===== src/rtl/uart_tx_frame_if.sv =====
// Host-side handshake bundle for uart_tx_frame: the word to send, the send
// request, and the busy/done status coming back from the transmitter.
interface uart_tx_frame_if #(
  parameter int DATA_BITS = 8
);
  logic [DATA_BITS-1:0] tx_in;
  logic                 tx_start;
  logic                 tx_busy;
  logic                 tx_done;

  modport master (
    output tx_in,
    output tx_start,
    input  tx_busy,
    input  tx_done
  );

  modport slave (
    input  tx_in,
    input  tx_start,
    output tx_busy,
    output tx_done
  );
endinterface


===== src/rtl/uart_tx_frame.sv =====
// Parametrised UART transmitter: one LSB-first frame per accepted request,
// with optional parity and 1 or 2 stop bits; each bit spans OVERSAMPLE baud ticks.
module uart_tx_frame #(
  parameter int DATA_BITS  = 8,
  parameter int OVERSAMPLE = 16,
  parameter int STOP_BITS  = 1,
  parameter int PARITY_EN  = 0,
  parameter int PARITY_ODD = 0
) (
  input  logic              clock,
  input  logic              reset,
  input  logic              baudTick,
  uart_tx_frame_if.slave    host,
  output logic              tx
);

  localparam int   CW  = $clog2(OVERSAMPLE);
  localparam int   BW  = 4;
  localparam logic ODD = (PARITY_ODD != 0);

  if (DATA_BITS < 5 || DATA_BITS > 9) begin : g_bad_data_bits
    $error("uart_tx_frame: DATA_BITS=%0d outside 5..9", DATA_BITS);
  end
  if (OVERSAMPLE < 4 || OVERSAMPLE > 64) begin : g_bad_oversample
    $error("uart_tx_frame: OVERSAMPLE=%0d outside 4..64", OVERSAMPLE);
  end
  if (STOP_BITS != 1 && STOP_BITS != 2) begin : g_bad_stop_bits
    $error("uart_tx_frame: STOP_BITS=%0d must be 1 or 2", STOP_BITS);
  end
  if (PARITY_EN != 0 && PARITY_EN != 1) begin : g_bad_parity_en
    $error("uart_tx_frame: PARITY_EN=%0d must be 0 or 1", PARITY_EN);
  end
  if (PARITY_ODD != 0 && PARITY_ODD != 1) begin : g_bad_parity_odd
    $error("uart_tx_frame: PARITY_ODD=%0d must be 0 or 1", PARITY_ODD);
  end

  typedef enum logic [2:0] {
    IDLE,
    START,
    DATA,
    PARITY,
    STOP
  } state_t;

  state_t               state, state_next;
  logic [CW-1:0]        tick_cnt, tick_next;
  logic [BW-1:0]        bit_cnt, bit_next;
  logic [DATA_BITS-1:0] shift_reg, shift_next;
  logic                 parity_bit, parity_next;
  logic                 tx_r, tx_next;
  logic                 busy_r, busy_next;
  logic                 done_r, done_next;
  logic                 bit_end;

  always_ff @(posedge clock or posedge reset) begin
    if (reset) begin
      state      <= IDLE;
      tick_cnt   <= '0;
      bit_cnt    <= '0;
      shift_reg  <= '0;
      parity_bit <= 1'b0;
      tx_r       <= 1'b1;
      busy_r     <= 1'b0;
      done_r     <= 1'b0;
    end else begin
      state      <= state_next;
      tick_cnt   <= tick_next;
      bit_cnt    <= bit_next;
      shift_reg  <= shift_next;
      parity_bit <= parity_next;
      tx_r       <= tx_next;
      busy_r     <= busy_next;
      done_r     <= done_next;
    end
  end

  assign bit_end = baudTick && (tick_cnt == CW'(OVERSAMPLE - 1));

  // bit_cnt indexes data bits in DATA and counts stop bits in STOP.
  always_comb begin
    state_next  = state;
    tick_next   = tick_cnt;
    bit_next    = bit_cnt;
    shift_next  = shift_reg;
    parity_next = parity_bit;
    done_next   = 1'b0;

    if (state != IDLE && baudTick) begin
      tick_next = bit_end ? '0 : tick_cnt + CW'(1);
    end

    case (state)
      IDLE: begin
        // The done cycle is still part of the previous frame, so a request
        // seen then is deferred to the next clock.
        if (host.tx_start && !done_r) begin
          shift_next  = host.tx_in;
          parity_next = (^host.tx_in) ^ ODD;
          tick_next   = '0;
          bit_next    = '0;
          state_next  = START;
        end
      end
      START: begin
        if (bit_end) begin
          bit_next   = '0;
          state_next = DATA;
        end
      end
      DATA: begin
        if (bit_end) begin
          shift_next = shift_reg >> 1;
          if (bit_cnt == BW'(DATA_BITS - 1)) begin
            bit_next   = '0;
            state_next = (PARITY_EN != 0) ? PARITY : STOP;
          end else begin
            bit_next = bit_cnt + BW'(1);
          end
        end
      end
      PARITY: begin
        if (bit_end) begin
          bit_next   = '0;
          state_next = STOP;
        end
      end
      STOP: begin
        if (bit_end) begin
          if (bit_cnt == BW'(STOP_BITS - 1)) begin
            bit_next   = '0;
            done_next  = 1'b1;
            state_next = IDLE;
          end else begin
            bit_next = bit_cnt + BW'(1);
          end
        end
      end
      default: begin
        state_next = IDLE;
      end
    endcase

    // Line level is decoded from the next state so tx is a clean register output.
    case (state_next)
      START:   tx_next = 1'b0;
      DATA:    tx_next = shift_next[0];
      PARITY:  tx_next = parity_next;
      default: tx_next = 1'b1;
    endcase
    busy_next = (state_next != IDLE);
  end

  assign tx           = tx_r;
  assign host.tx_busy = busy_r;
  assign host.tx_done = done_r;

endmodule

===== src/flat_wrapper.sv =====
// flat-port wrapper written by rule: the top's interface ports become plain ports
module uart_tx_frame_flat 
#(
  parameter int DATA_BITS  = 8,
  parameter int OVERSAMPLE = 16,
  parameter int STOP_BITS  = 1,
  parameter int PARITY_EN  = 0,
  parameter int PARITY_ODD = 0
)
  (clock, reset, baudTick, tx, host_tx_in, host_tx_start, host_tx_busy, host_tx_done);
  uart_tx_frame_if #(.DATA_BITS(DATA_BITS)) host_i ();
  input  logic clock;
  input  logic reset;
  input  logic baudTick;
  output logic tx;
  input wire logic [$bits(host_i.tx_in)-1:0] host_tx_in;
  input wire logic [$bits(host_i.tx_start)-1:0] host_tx_start;
  output wire logic [$bits(host_i.tx_busy)-1:0] host_tx_busy;
  output wire logic [$bits(host_i.tx_done)-1:0] host_tx_done;
  assign host_i.tx_in = host_tx_in;
  assign host_i.tx_start = host_tx_start;
  assign host_tx_busy = host_i.tx_busy;
  assign host_tx_done = host_i.tx_done;
  uart_tx_frame #(.DATA_BITS(DATA_BITS), .OVERSAMPLE(OVERSAMPLE), .STOP_BITS(STOP_BITS), .PARITY_EN(PARITY_EN), .PARITY_ODD(PARITY_ODD)) u_core (.clock(clock), .reset(reset), .baudTick(baudTick), .host(host_i), .tx(tx));
endmodule

===== config.mk =====
export PLATFORM = sky130hd
export DESIGN_NAME = uart_tx_frame_flat
export DESIGN_NICKNAME = d
export VERILOG_FILES = /design/src/rtl/uart_tx_frame_if.sv /design/src/rtl/uart_tx_frame.sv /design/src/flat_wrapper.sv
export SDC_FILE = /design/constraint.sdc
export NUM_CORES = 1
export LEC_CHECK = 0
export CORE_ASPECT_RATIO = 0.7
export CORE_MARGIN = 2
export CORE_UTILIZATION = 42
export DETAILED_ROUTE_END_ITERATION = 8
export PLACE_DENSITY_LB_ADDON = 0.2
export SKIP_LAST_GASP = 1
export SLEW_MARGIN = 20
export SYNTH_ARGS = -nofsm -noshare
export SYNTH_HDL_FRONTEND = slang
export SYNTH_SLANG_ARGS = --single-unit

===== constraint.sdc =====
create_clock -name clock -period 3.08 [get_ports clock]
set_input_delay 0.924 -clock clock [delete_from_list [all_inputs] [get_ports clock]]
set_output_delay 0.924 -clock clock [all_outputs]
set_load 0.01 [all_outputs]

==> results by group <==
Die
  • Die height: a little under 50 um
  • Die Wd: 67.9 um
  • Io pins: 15
  • Die area: 0.00331 mm^2
  • Initial Util: 43.4%
  • Row Count: 16
  • Placeable Area: 0.00276 mm^2

Worst setup path
  • Critical path class: primary input to register
  • Reg2Reg Capture Point: u_core.host.tx_busy
  • Startpoint types: primary input
  • Crit Path Max Fanout: 6
  • R2R Path Start: u_core.tick_cnt[0]
  • Kind of end point of the critical path: register
  • R2R setup slack: 1.28 ns
  • WP data arrival: about 2.6 ns
  • Required time worst endpoint: between 3 and 4 ns
  • Worst reg-to-reg path cell count: 6

Timing
  • Rel. slew slack: 67.7%
  • Minimum clock period: 2.47 ns
  • Setup tns final: 0 ns
  • Unrepaired setup endpoints after global routing: false
  • Worst-Margin Slew: 0.483 ns
  • Period utilisation layout: 80.2%
  • Min Hold Slack: 0.478 ns
  • Fin worst setup slack: 0.609 ns
  • Layout Skew: 0.00564 ns
  • Fmax: 405 MHz
  • Slew Limit Fails: 0
  • Final hold vios: 0
  • Final setup violation count: 0

Logic synthesis
  • Number of enable flip-flop cells after synthesis: 0
  • Ys Warns: 0
  • Post-synthesis simple-gate area fraction: between 20% and 30%
  • Syn nets: 142
  • Post-synthesis mux area share: 0%
  • Synth unique cells: 40
  • Seq/Total Area, Yosys: 48.1%
  • Mapped Area: 0.00120 mm^2
  • Ys async rst share: 100%
  • Compound-cell area share of the yosys netlist: 16.0%
  • Cells after Synth: ~130
  • Largest family of logic cells by synthesized area: simple AND/OR/NAND/NOR gates
  • Synth Area in Adders: 3.13%
  • Yosys reg bits: 23
  • Syn avg cell area: 9.45 um^2
  • Xor/xnor cell area share of the yosys netlist: 5.84%
  • Synth Flop Type: dfrtp_1

Routing
  • DR WL/cell: about 13 um
  • Drt drc: 0
  • Final WL: 2320 um
  • DRT iter0 DRCs: 30
  • Drt first pass iters: 4
  • Vias: 932
  • ANT nets after route: 0
  • Drt via density: 5.12

Final layout
  • FILL cells: 256
  • Max reg flops: 8
  • Design Area, Final: between 0.001 and 0.0015 mm^2
  • Share of cells above drive strength 1: 11.6%
  • Finished Layout Cells: 182
  • Syn-to-layout area delta: 19.8%
  • Ant. Diodes: 0
  • # nets final: 162
  • Final core area utilization: roughly 52%

Pwr
  • Leak: roughly 0.64 nW
  • Switching share of total power: 33.4%
  • Max VDD drop: 0.386 mV
  • Final Power: 963 uW
  • NetSw: 322 uW
  • Comb power frac: 30.8%
  • Pint: 641 uW
  • PD cells: 670 mW/mm^2
  • Seq pwr share: about half
  • Clock power frac: 18.5%

Placed design
  • IO Port Bufs: 14
  • DP Area: 0.00139 mm^2
  • Placed Cells incl. Taps: 178
  • Pre-CTS setup slack: 0.357 ns
  • Hpwl dp: roughly 1800 um
  • Gp weighted congestion: between 0.8 and 0.9

GRT
  • Initial antenna violation count: 0
  • First-pass GRT wire length: 4050 um
  • Number of global-route vias before repair: 917
  • Total gr overflow: 0
  • GRT Total Usage: 16.5%
  • Largest net degree at the start of global routing: 24

CTS
  • Worst-Skew Late Latency: between 0.2 and 0.3 ns
  • Hold Buf Count CTS: 0
  • H-tree level count: 1
  • Clk sinks: 23
  • CTS clk-pin slew, worst paths: 0.08 ns
  • Post_cts resized: 0
  • Post-CTS Setup Inserts: 0
  • CTS Buffer Depth: 2
  • CTS Root Cell: clkbuf_8
  • Num CTS Buffers: 3
  • CTS tree: done

Hold path
  • Hold Path Origin: u_core.shift_reg[1]
  • Worst Hold Class: register to register
  • Worst Hold Depth: 2
  • Hold Path End: u_core.shift_reg[1]

Job
  • Maxcap violations: 0

Outcome
  • Status: completed
## cells in the mapped netlist, types with 2 or more instances
| library cell | count | area share (%) |
|---|---|---|
| and3_1 | 2 | 1.0 |
| a21oi_1 | 4 | 1.7 |
| ha_1 | 3 | 3.1 |
| nand4_1 | 2 | 1.0 |
| nor2_1 | 12 | 3.8 |
| nand3_1 | 4 | 1.7 |
| xnor2_1 | 7 | 5.1 |
| nand2_1 | 22 | 6.9 |
| nor3_1 | 4 | 1.7 |
| o21a_1 | 2 | 1.3 |
| dfrtp_1 | 22 | 46 |
| o21ai_0 | 4 | 1.7 |
| inv_1 | 7 | 2.2 |
| a22oi_1 | 6 | 3.8 |
## power groups by stage
stage / sequential (mW) / combinational (mW) / clock, mW
after floorplan: 0.475 / 0.219 / 0
after global placement: 0.487 / 0.290 / 0
after detailed placement: 0.492 / 0.299 / 0
after CTS: 0.487 / 0.300 / 0.186
after global routing: 0.500 / 0.336 / 0.207
final: 0.488 / 0.296 / 0.178
## critical path, stage by stage
cell	delay (ns)
clkdlybuf4s50_1	0.57
and4_4	0.30
o21ai_2	0.08
a31oi_1	0.27
inv_1	0.08
or3_1	0.37
## placed cells by master (no fill, tap or decap), drive strengths merged, types with 2 or more instances in the layout
| cell | synthesis | layout |
|---|---|---|
| nand2 | 22 | 22 |
| dfrtp | 22 | 22 |
| clkdlybuf4s50 | 0 | 14 |
| nor2 | 12 | 12 |
| inv | 7 | 7 |
| xnor2 | 7 | 7 |
| a22oi | 6 | 6 |
| o21ai | 6 | 6 |
| nor3 | 5 | 5 |
| nand3 | 4 | 4 |
| a21oi | 4 | 4 |
| ha | 3 | 3 |
| clkbuf | 0 | 3 |
| buf | 2 | 3 |
| and3 | 2 | 2 |
| nand4 | 2 | 2 |
| o21a | 2 | 2 |
| o22ai | 2 | 2 |
| or3 | 2 | 2 |
## layout make-up
class | count | area [um^2] | area share (%)
multi-input cells | 95 | 581 | 40.4
flip-flops and latches | 23 | 577 | 40.1
repair buffers | 17 | 163 | 11.3
well taps | 36 | 45.0 | 3.13
clock buffers | 3 | 41.3 | 2.87
inverters | 7 | 26.3 | 1.83
clock inverters | 1 | 5.00 | 0.348
## how the worst max path moves through the flow
| stage | from | endpoint | slack (ns) | cells past startpoint |
|---|---|---|---|---|
| finish | baudTick | u_core.host.tx_busy | 0.61 | 6 |
| global route | baudTick | u_core.host.tx_busy | 0.50 | 6 |
| CTS | baudTick | u_core.host.tx_busy | 0.62 | 6 |
| detailed placement | baudTick | u_core.host.tx_busy | 0.36 | 6 |
| global placement | baudTick | u_core.host.tx_busy | 0.44 | 6 |
| floorplan | baudTick | u_core.host.tx_busy | 1.10 | 5 |
## cell families (layout without fill, tap and decap cells)
family,after synthesis,count (layout)
AOI/OAI and AO/OA,27,27
xor gates and xnor gates,8,8
adders and majority gates,3,3
buffers and inverters,9,28
DFF,23,23
and+or+nand+nor,57,57
## routing by layer
metal	vias to the layer above	wire length [um]	track usage, %
met4	0	14	4.00
met5	-	0	0
li1	481	-	-
met3	2	103	5.58
met1	435	1170	22.8
met2	14	1030	25.0
Note: power is estimated with default switching activity, not from simulation.
